==> src/rtl/iqe_read_sched_if.sv <==
// Read-scheduler bus for the issue-queue engine: write/flush notifications in,
// read decision and mirrored occupancy out.
interface iqe_read_sched_if;
  logic       except;
  logic       except_thread;
  logic       wr_acc;
  logic       wr_thread;
  logic [4:0] wr_cnt;
  logic [1:0] thr_en;
  logic [1:0] be_slots;
  logic       stall;
  logic       read_thread;
  logic [2:0] read_cnt;
  logic [4:0] occ0;
  logic [4:0] occ1;
  logic       err;

  modport master (
    output except, except_thread, wr_acc, wr_thread, wr_cnt, thr_en, be_slots,
    input  stall, read_thread, read_cnt, occ0, occ1, err
  );

  modport slave (
    input  except, except_thread, wr_acc, wr_thread, wr_cnt, thr_en, be_slots,
    output stall, read_thread, read_cnt, occ0, occ1, err
  );
endinterface

==> src/rtl/iqe_read_sched.sv <==
// Two-thread issue-queue read scheduler with mirrored occupancy tracking.
// Define IQE_SCHED_STARVE_EN to add per-thread starvation counters that force a grant.
module iqe_read_sched (
  input logic            clk,
  input logic            rst,
  iqe_read_sched_if.slave bus
);

  typedef enum logic [1:0] {IDLE = 2'd0, GRANT0 = 2'd1, GRANT1 = 2'd2} state_t;

  state_t             state;
  logic               last_hold;
  logic               last;
  logic [4:0]         occ [2];
  logic               err_q;

  logic [1:0]         elig;
  logic [1:0]         be;
  logic               sel;
  logic               grant;
  logic [1:0]         cnt;
  logic [4:0]         sel_occ;
  logic [5:0]         wr_val;
  logic signed [5:0]  sum [2];
  logic [4:0]         occ_next [2];
  logic [1:0]         bound_hit;

  // The state register already names the thread granted last cycle; last_hold
  // only carries it across IDLE cycles.
  assign last = (state == GRANT1) ? 1'b1 :
                (state == GRANT0) ? 1'b0 : last_hold;

`ifdef IQE_SCHED_STARVE_EN
  logic [2:0] starve [2];
  logic [1:0] starved;

  always_comb begin
    for (int t = 0; t < 2; t++) starved[t] = (starve[t] >= 3'd4);
  end
`endif

  always_comb begin
    be = (bus.be_slots == 2'd3) ? 2'd2 : bus.be_slots;
    for (int t = 0; t < 2; t++)
      elig[t] = bus.thr_en[t] && (occ[t] != 5'd0) &&
                !(bus.except && (bus.except_thread == t[0]));
    case (elig)
      2'b01:   sel = 1'b0;
      2'b10:   sel = 1'b1;
      2'b11: begin
        if (occ[0] > occ[1])      sel = 1'b0;
        else if (occ[1] > occ[0]) sel = 1'b1;
        else                      sel = ~last;
      end
      default: sel = last;
    endcase
`ifdef IQE_SCHED_STARVE_EN
    if ((elig == 2'b11) && (starved[0] != starved[1])) sel = starved[1];
`endif
    grant   = (elig != 2'b00) && (be != 2'd0);
    sel_occ = occ[sel];
    // be never exceeds 2, so min(occ, be) also honours the 2-entry read cap.
    cnt     = (sel_occ < {3'd0, be}) ? sel_occ[1:0] : be;
  end

  assign bus.stall       = ~grant;
  assign bus.read_thread = grant ? sel : last;
  assign bus.read_cnt    = grant ? (3'b001 << cnt) : 3'b001;
  assign bus.occ0        = occ[0];
  assign bus.occ1        = occ[1];
  assign bus.err         = err_q;

  always_comb begin
    case (bus.wr_cnt)
      5'b00010: wr_val = 6'd1;
      5'b00100: wr_val = 6'd2;
      5'b01000: wr_val = 6'd3;
      5'b10000: wr_val = 6'd4;
      default:  wr_val = 6'd0;
    endcase
  end

  // A flush zeroes its thread outright, so it never counts as a bound violation.
  always_comb begin
    for (int t = 0; t < 2; t++) begin
      sum[t] = $signed({1'b0, occ[t]})
             + $signed((bus.wr_acc && (bus.wr_thread == t[0])) ? wr_val : 6'd0)
             - $signed((grant && (sel == t[0])) ? {4'd0, cnt} : 6'd0);
      bound_hit[t] = 1'b0;
      occ_next[t]  = sum[t][4:0];
      if (bus.except && (bus.except_thread == t[0])) begin
        occ_next[t] = 5'd0;
      end else if (sum[t] > 6'sd16) begin
        occ_next[t]  = 5'd16;
        bound_hit[t] = 1'b1;
      end else if (sum[t] < 6'sd0) begin
        occ_next[t]  = 5'd0;
        bound_hit[t] = 1'b1;
      end
    end
  end

  always_ff @(posedge clk) begin
    if (rst) begin
      occ[0]    <= 5'd0;
      occ[1]    <= 5'd0;
      state     <= IDLE;
      last_hold <= 1'b0;
      err_q     <= 1'b0;
`ifdef IQE_SCHED_STARVE_EN
      starve[0] <= 3'd0;
      starve[1] <= 3'd0;
`endif
    end else begin
      occ[0]    <= occ_next[0];
      occ[1]    <= occ_next[1];
      err_q     <= err_q | (|bound_hit);
      last_hold <= last;
      state     <= grant ? (sel ? GRANT1 : GRANT0) : IDLE;
`ifdef IQE_SCHED_STARVE_EN
      for (int t = 0; t < 2; t++) begin
        if (!elig[t] || (grant && (sel == t[0])))
          starve[t] <= 3'd0;
        else if (starve[t] != 3'd7)
          starve[t] <= starve[t] + 3'd1;
      end
`endif
    end
  end

endmodule

==> src/flat_wrapper.sv <==
// flat-port wrapper written by rule: the top's interface ports become plain ports
module iqe_read_sched_flat 
  (clk, rst, bus_except, bus_except_thread, bus_wr_acc, bus_wr_thread, bus_wr_cnt, bus_thr_en, bus_be_slots, bus_stall, bus_read_thread, bus_read_cnt, bus_occ0, bus_occ1, bus_err);
  iqe_read_sched_if bus_i ();
  input logic clk;
  input logic rst;
  input wire logic [$bits(bus_i.except)-1:0] bus_except;
  input wire logic [$bits(bus_i.except_thread)-1:0] bus_except_thread;
  input wire logic [$bits(bus_i.wr_acc)-1:0] bus_wr_acc;
  input wire logic [$bits(bus_i.wr_thread)-1:0] bus_wr_thread;
  input wire logic [$bits(bus_i.wr_cnt)-1:0] bus_wr_cnt;
  input wire logic [$bits(bus_i.thr_en)-1:0] bus_thr_en;
  input wire logic [$bits(bus_i.be_slots)-1:0] bus_be_slots;
  output wire logic [$bits(bus_i.stall)-1:0] bus_stall;
  output wire logic [$bits(bus_i.read_thread)-1:0] bus_read_thread;
  output wire logic [$bits(bus_i.read_cnt)-1:0] bus_read_cnt;
  output wire logic [$bits(bus_i.occ0)-1:0] bus_occ0;
  output wire logic [$bits(bus_i.occ1)-1:0] bus_occ1;
  output wire logic [$bits(bus_i.err)-1:0] bus_err;
  assign bus_i.except = bus_except;
  assign bus_i.except_thread = bus_except_thread;
  assign bus_i.wr_acc = bus_wr_acc;
  assign bus_i.wr_thread = bus_wr_thread;
  assign bus_i.wr_cnt = bus_wr_cnt;
  assign bus_i.thr_en = bus_thr_en;
  assign bus_i.be_slots = bus_be_slots;
  assign bus_stall = bus_i.stall;
  assign bus_read_thread = bus_i.read_thread;
  assign bus_read_cnt = bus_i.read_cnt;
  assign bus_occ0 = bus_i.occ0;
  assign bus_occ1 = bus_i.occ1;
  assign bus_err = bus_i.err;
  iqe_read_sched u_core (.clk(clk), .rst(rst), .bus(bus_i));
endmodule
==> config.mk <==
export PLATFORM = sky130hd
export DESIGN_NAME = iqe_read_sched_flat
export DESIGN_NICKNAME = d
export VERILOG_FILES = /design/src/rtl/iqe_read_sched_if.sv /design/src/rtl/iqe_read_sched.sv /design/src/flat_wrapper.sv
export SDC_FILE = /design/constraint.sdc
export NUM_CORES = 1
export LEC_CHECK = 0
export ABC_AREA = 1
export ABC_CLOCK_PERIOD_IN_PS = 4300
export CORE_UTILIZATION = 35
export CTS_BUF_LIST = sky130_fd_sc_hd__clkbuf_16
export CTS_CLUSTER_SIZE = 30
export DETAILED_ROUTE_END_ITERATION = 16
export HOLD_SLACK_MARGIN = 0.1
export PLACE_DENSITY = 0.62
export SYNTH_ARGS = -nofsm -noshare
export SYNTH_HDL_FRONTEND = slang
export SYNTH_SLANG_ARGS = --single-unit
export TNS_END_PERCENT = 50
==> constraint.sdc <==
create_clock -name clk -period 4.3 [get_ports clk]
set_clock_uncertainty 0.2 [all_clocks]
set_input_delay 1.075 -clock clk [delete_from_list [all_inputs] [get_ports clk]]
set_output_delay 1.075 -clock clk [all_outputs]
set_load 0.01 [all_outputs]
==> flow_metrics.tcl, run 1 <==
set metrics [dict create \
    period_needed_ns 4.41 \
    rr_startpoint "u_core.occ[1][4]" \
    cpMostUsedCell "nand2_4" \
    critPathRequiredTime_ns 4.29 \
    synth.ff_latch_count 14 \
    cts-hold-fix-buffers 0 \
    place_inst 344 \
    ir_drop_mv 0.611 \
    slew_viol_final 0 \
    routed_wl_microns 4070 \
    hpwlAfterDp_microns 3150 \
    cts.reportedPaths.clkPinSlew_ns 0.05 \
    timing.final.hold_violations 0 \
    maxCapViolCount 0 \
    synth_cell_types 29 \
    cpLargestDelayFamily "simple AND/OR/NAND/NOR gates" \
    dieArea_sq_mm 0.00473 \
    drc 0 \
    grt_max_degree 9 \
    path_buf_inv 8 \
    cp_max_fo 4 \
    cts_buffers 3 \
    grtUsageTotal_pct 19.3 \
    dr_total_vias 1656 \
    cts_buffer_depth 2 \
    htree_levels 1 \
    dr.first_iter.drc_count 30 \
    core_sq_mm 0.00414 \
    rrSetupSlack_ns 0.03 \
    synth_nets 263 \
    relSlewSlack_pct 78.3 \
    cp_slowest_stage_delay_ns 0.57 \
    cts_tree "yes" \
    grt_pass1_vias 1587 \
    viasPerCell 4.65 \
    hold_class "flip-flop to flip-flop" \
    layout_commonest_cell "buf_4" \
    leakagePower_uw 0.00130 \
    diodes 0 \
    hold_path_depth 2 \
    worstPathArrival_ns 4.39 \
    fin_cells 356 \
    min_to "u_core.bus.err" \
    gp_congestion 0.881 \
    post-route-period-util_pct 102 \
    layout-drive-gt1-share_pct 43.1 \
    status "complete, but fails checks" \
    yosys.area.top_type "dfxtp_1" \
    antenna_found_initial 0 \
    synth_async_sr_flop_share_pct 0 \
    area_delta_synth_final_pct 69.9 \
    clk_latency_ns 0.25 \
    r2r_cells 32 \
    nNetsFinal 346 \
    route.detailed.wl_per_inst_microns 11.4 \
    violations "negative setup slack" \
    fillers 367 \
    critPathKind "input pin to flip-flop" \
    finalSetupViolCount 10 \
    core.rowCount 23 \
    synth.area.top_cells "dfxtp_1, ha_1, inv_1" \
    portBuffers 30 \
    layout_common_cells "buf_4, inv_1, nand2_1" \
    avgSynthCellArea_sq_um 6.97 \
    dieHeight_microns 68.8 \
    r2r_end "u_core.occ[0][0]" \
    p_per_area_mw_per_mm2 620 \
    cp-start-kind "input pin" \
    syn_area_sq_mm 0.00156 \
    fmax_mhz 227 \
    numClockSinks 14 \
    end_kind "flip-flop" \
    ys_warn_count 0 \
    tightest_slew_ns 0.322 \
    initial_utilization_pct 37.7 \
    ios 31 \
    slowest_stage "fa_2" \
    synth_top_area_share_pct 17.9 \
    grt_pass1_wl_microns 6670 \
    overflow 0 \
    fin_ws_ns -0.107 \
    firstDrtPassIters 4 \
    root_buffer "clkbuf_16" \
    drtAntennaViolNets 0 \
    hp-start "u_core.bus.err" \
    rsz0062_at_grt "yes" \
    die_w_microns 68.8 \
    pre_cts_ws_ns -1.01 \
    finalPower_uw 1640 \
    synth_edf_count 0 \
    synth_top_flop_cell "dfxtp_1" \
    yosysSeqAreaShare_pct 17.9 \
    synth_cells 224 \
]
[worst max-delay path by stage]
| stage | start | end | depth (start not counted) |
|---|---|---|---|
| global route | bus_except | u_core.occ[0][0] | 32 |
| detailed placement | bus_except | u_core.bus.err | 32 |
| finish | bus_except | u_core.occ[0][0] | 32 |
| CTS | bus_except | u_core.occ[0][0] | 32 |
| global placement | bus_except | u_core.bus.err | 32 |
| floorplan | bus_except | u_core.bus.err | 31 |
[final cells by class]
cell class	instances	area, sq um	area share, %
multi-input combinational	157	1360	51.1
timing repair buffer	78	657	24.8
sequential	14	280	10.6
inverter	53	218	8.21
clock buffer	3	75.1	2.83
tap	50	62.6	2.36
clock inverter	1	3.75	0.142
[through the flow]
step	area (sq um)	util (%)	setup TNS, ns	hold slack, ns
4_1_cts	2500	60.3	-0.417	0.279
6_report	2650	64.0	-0.601	0.262
2_1_floorplan	1600	-	-0.365	0.302
5_1_grt	2650	64.0	-2.92	0.290
3_3_place_gp	2260	54.6	-11.00	0.250
3_5_place_dp	2260	54.6	-11.84	0.255
[registers in the layout (all words and copies together), names as in the netlist]
register / count
u_core.state: 2
u_core.last_hold: 1
u_core.occ: 10
u_core.bus.err: 1
[tightest hold or removal path, stage by stage, from the launching register on]
cell and delay, ns:
dfxtp_1 0.32, o21bai_1 0.06, nand2_1 0.05
[layer usage]
metal / GRT usage (%) / share of wire [%] / up-vias
met3: 2.63 / 3.1 / 7
met2: 33.8 / 49 / 38
li1: - / - / 864
met4: 6.89 / 1.6 / 0
met5: 0 / 0 / -
met1: 23.8 / 46 / 747
[where the power goes]
part           total (uW)  internal, uW  switching, uW
registers             179           158           21.0
clock network         180           123           56.4
logic                1290           645            641
total                1640           926            718
[synthesized netlist by cell type (5+ instances only)]
library cell	count
xor2_1	5
nor2_2	7
inv_1	45
dfxtp_1	14
nand2_4	5
inv_2	6
nand2_2	5
nor2_1	25
nand3_1	17
ha_1	20
nand2_1	31
a21oi_1	9
[logic make-up after synthesis]
| family | after synthesis | share of synthesized area [%] |
|---|---|---|
| xor gates and xnor gates | 8 | 4.49 |
| DFF | 14 | 17.9 |
| AOI/OAI and AO/OA | 18 | 6.33 |
| buffers and inverters | 53 | 12.9 |
| adders and majority gates | 24 | 21.2 |
| and+or+nand+nor | 107 | 37.2 |
[repair_timing]
item | in CTS | in global routing
pin swaps | 38 | 39
resized for setup | 44 | 42
setup endpoints to repair | 14 | 13
setup buffers | 7 | 1
(Power assumes the default switching activity.)
==> run 2, diff against run 1 <==
--- a/config.mk
+++ b/config.mk
@@ -7,12 +7,14 @@
 export LEC_CHECK = 0
 export ABC_AREA = 1
 export ABC_CLOCK_PERIOD_IN_PS = 4300
-export CORE_UTILIZATION = 35
+export CELL_PAD_IN_SITES_DETAIL_PLACEMENT = 2
+export CELL_PAD_IN_SITES_GLOBAL_PLACEMENT = 2
+export CORE_UTILIZATION = 26
 export CTS_BUF_LIST = sky130_fd_sc_hd__clkbuf_16
 export CTS_CLUSTER_SIZE = 30
 export DETAILED_ROUTE_END_ITERATION = 16
 export HOLD_SLACK_MARGIN = 0.1
-export PLACE_DENSITY = 0.62
+export PLACE_DENSITY = 0.82
 export SYNTH_ARGS = -nofsm -noshare
 export SYNTH_HDL_FRONTEND = slang
 export SYNTH_SLANG_ARGS = --single-unit
==> run 2 against run 1 <==
The run still ends with negative setup slack left. Sequential share of layout area shrank 0.57 points. Combinational power grew 23%. Wire length grew 110%. Sequential cell count is the same. Sequential power grew 4%. Register-to-register slack lost 0.59 ns. Clock power grew 8%. Die area grew 34%. Critical path depth shrank 3. First-iteration DRC count grew to 3.7 times the previous value. Cell count grew 9.8%.
==> flow_metrics.tcl, run 2 (same netlist as run 1, synthesis figures left out) <==
set metrics [dict create \
    status "complete, but fails checks" \
    violations "negative setup slack" \
    slowest_stage "fa_1" \
    fillers 626 \
    dr_total_vias 1921 \
    fin_area_sq_mm 0.00281 \
    timing.final.hold_violations 0 \
    critPathRequiredTime_ns 4.29 \
    p_per_area_mw_per_mm2 704 \
    multi_input_area_sq_mm 0.00138 \
    portBuffers 30 \
    pre_cts_ws_ns -1.24 \
    regArea_sq_um 280 \
    grt_max_degree 9 \
    drc 0 \
    ios 31 \
    rr_startpoint "u_core.occ[1][2]" \
    dr.first_iter.drc_count 111 \
    core_sq_mm 0.00564 \
    worstPathArrival_ns 4.85 \
    cp_slowest_stage_delay_ns 0.53 \
    core.rowCount 27 \
    cts-hold-fix-buffers 0 \
    viasPerCell 4.91 \
    cts_buffers 3 \
    ir_drop_mv 0.394 \
    fin_ws_ns -0.559 \
    antenna_found_initial 0 \
    dieHeight_microns 79.5 \
    hold_class "flip-flop to flip-flop" \
    hpwlAfterDp_microns 5220 \
    fin_setup_tns_ns -5.02 \
    cts_tree "yes" \
    largest_register_ffs 10 \
    dpl_cell_area_sq_mm 0.00234 \
    drtAntennaViolNets 0 \
    fmax_mhz 206 \
    gp_congestion 0.760 \
    regMostFlops "u_core.occ" \
    cts.reportedPaths.clkPinSlew_ns 0.06 \
    root_buffer "clkbuf_16" \
    r2r_end "u_core.occ[1][1]" \
    finalSetupViolCount 14 \
    leakagePower_uw 0.00135 \
    cp_max_fo 5 \
    finalPower_uw 1980 \
    htree_levels 1 \
    numClockSinks 14 \
    grt_pass1_vias 2202 \
    fin_cells 391 \
    cts_buffer_depth 2 \
    layout-drive-gt1-share_pct 46.1 \
    grt_pass1_wl_microns 11700 \
    reg.largest.list "u_core.occ: 10 flops, u_core.state: 2 flops" \
    maxCapViolCount 0 \
    post-route-period-util_pct 113 \
    layout_commonest_cell "buf_4" \
    die_w_microns 79.5 \
    grtUsageTotal_pct 25.3 \
    period_needed_ns 4.86 \
    cp-start-kind "flip-flop" \
    routed_wl_microns 8540 \
    relSlewSlack_pct 68.9 \
    end_kind "flip-flop" \
    critPathKind "flip-flop to flip-flop" \
    dieArea_sq_mm 0.00632 \
    clk_latency_ns 0.26 \
    firstDrtPassIters 4 \
    area_delta_synth_final_pct 79.6 \
    rrSetupSlack_ns -0.56 \
    rsz0062_at_grt "yes" \
    tightest_slew_ns 0.463 \
    initial_utilization_pct 27.7 \
    diodes 0 \
    route.detailed.wl_per_inst_microns 21.8 \
    overflow 0 \
    place_inst 373 \
    hp-start "u_core.bus.err" \
    slew_viol_final 0 \
    crit_start "u_core.occ[1][2]" \
    critical_path.endpoint "u_core.occ[1][1]" \
    cpMostUsedCell "nand2_4" \
    layout_common_cells "buf_4, inv_1, nand2_1" \
    r2r_cells 29 \
    nNetsFinal 359 \
]
run 2: worst min path at each step:
stage,endpoint,slack [ns],cells after the start
2_1_floorplan,u_core.bus.err,0.30,2
3_3_place_gp,u_core.bus.err,0.26,2
3_5_place_dp,u_core.bus.err,0.29,2
4_1_cts,u_core.bus.err,0.31,2
5_1_grt,u_core.bus.err,0.38,2
6_report,u_core.bus.err,0.34,2
run 2: what timing repair did:
action	in CTS	in global routing
resized for setup	61	26
buffers inserted	5	9
setup endpoints to repair	14	14
gates cloned	0	0
pin swaps	37	36
run 2: power by group:
part           switching, uW  internal [uW]  leakage, uW
Combinational            875            719      0.00120
Clock                   71.1            124    0.0000385
Sequential              28.6            157     0.000113
Total                    975           1000      0.00135
run 2: final cells by class:
class                           instances  area share [%]
Clock inverter                          1           0.134
Timing Repair Buffer                   91            26.9
Multi-Input combinational cell        157            49.1
Tap cell                               72            3.21
Inverter                               53            8.03
Clock buffer                            3            2.68
Sequential cell                        14            9.99
run 2: worst max-delay path: cells and delay by family, from the launching register on:
| family | cells | cell delay, ns |
|---|---|---|
| AO/OA/AOI/OAI | 2 | 0.29 |
| XOR/XNOR | 1 | 0.38 |
| adder cells (fa/ha/maj) | 3 | 0.99 |
| buffers and inverters | 6 | 0.68 |
| flip-flops | 1 | 0.39 |
| AND/OR/NAND/NOR | 17 | 1.85 |
run 2: routing by layer:
layer  up-vias  share of wire [%]  wire, microns  global-route usage, %
met1       969                 41           3540                   27.5
met3        21                2.0            169                   2.29
met4         0                3.3            286                   8.91
li1        886                  -              -                      -
met5         -                  0              0                      0
met2        45                 53           4540                   50.0
run 2: stage by stage:
step,util [%],hold WS (ns)
floorplan,-,0.302
global placement,41.6,0.260
detailed placement,41.6,0.294
CTS,46.5,0.309
global route,49.7,0.381
finish,49.7,0.345
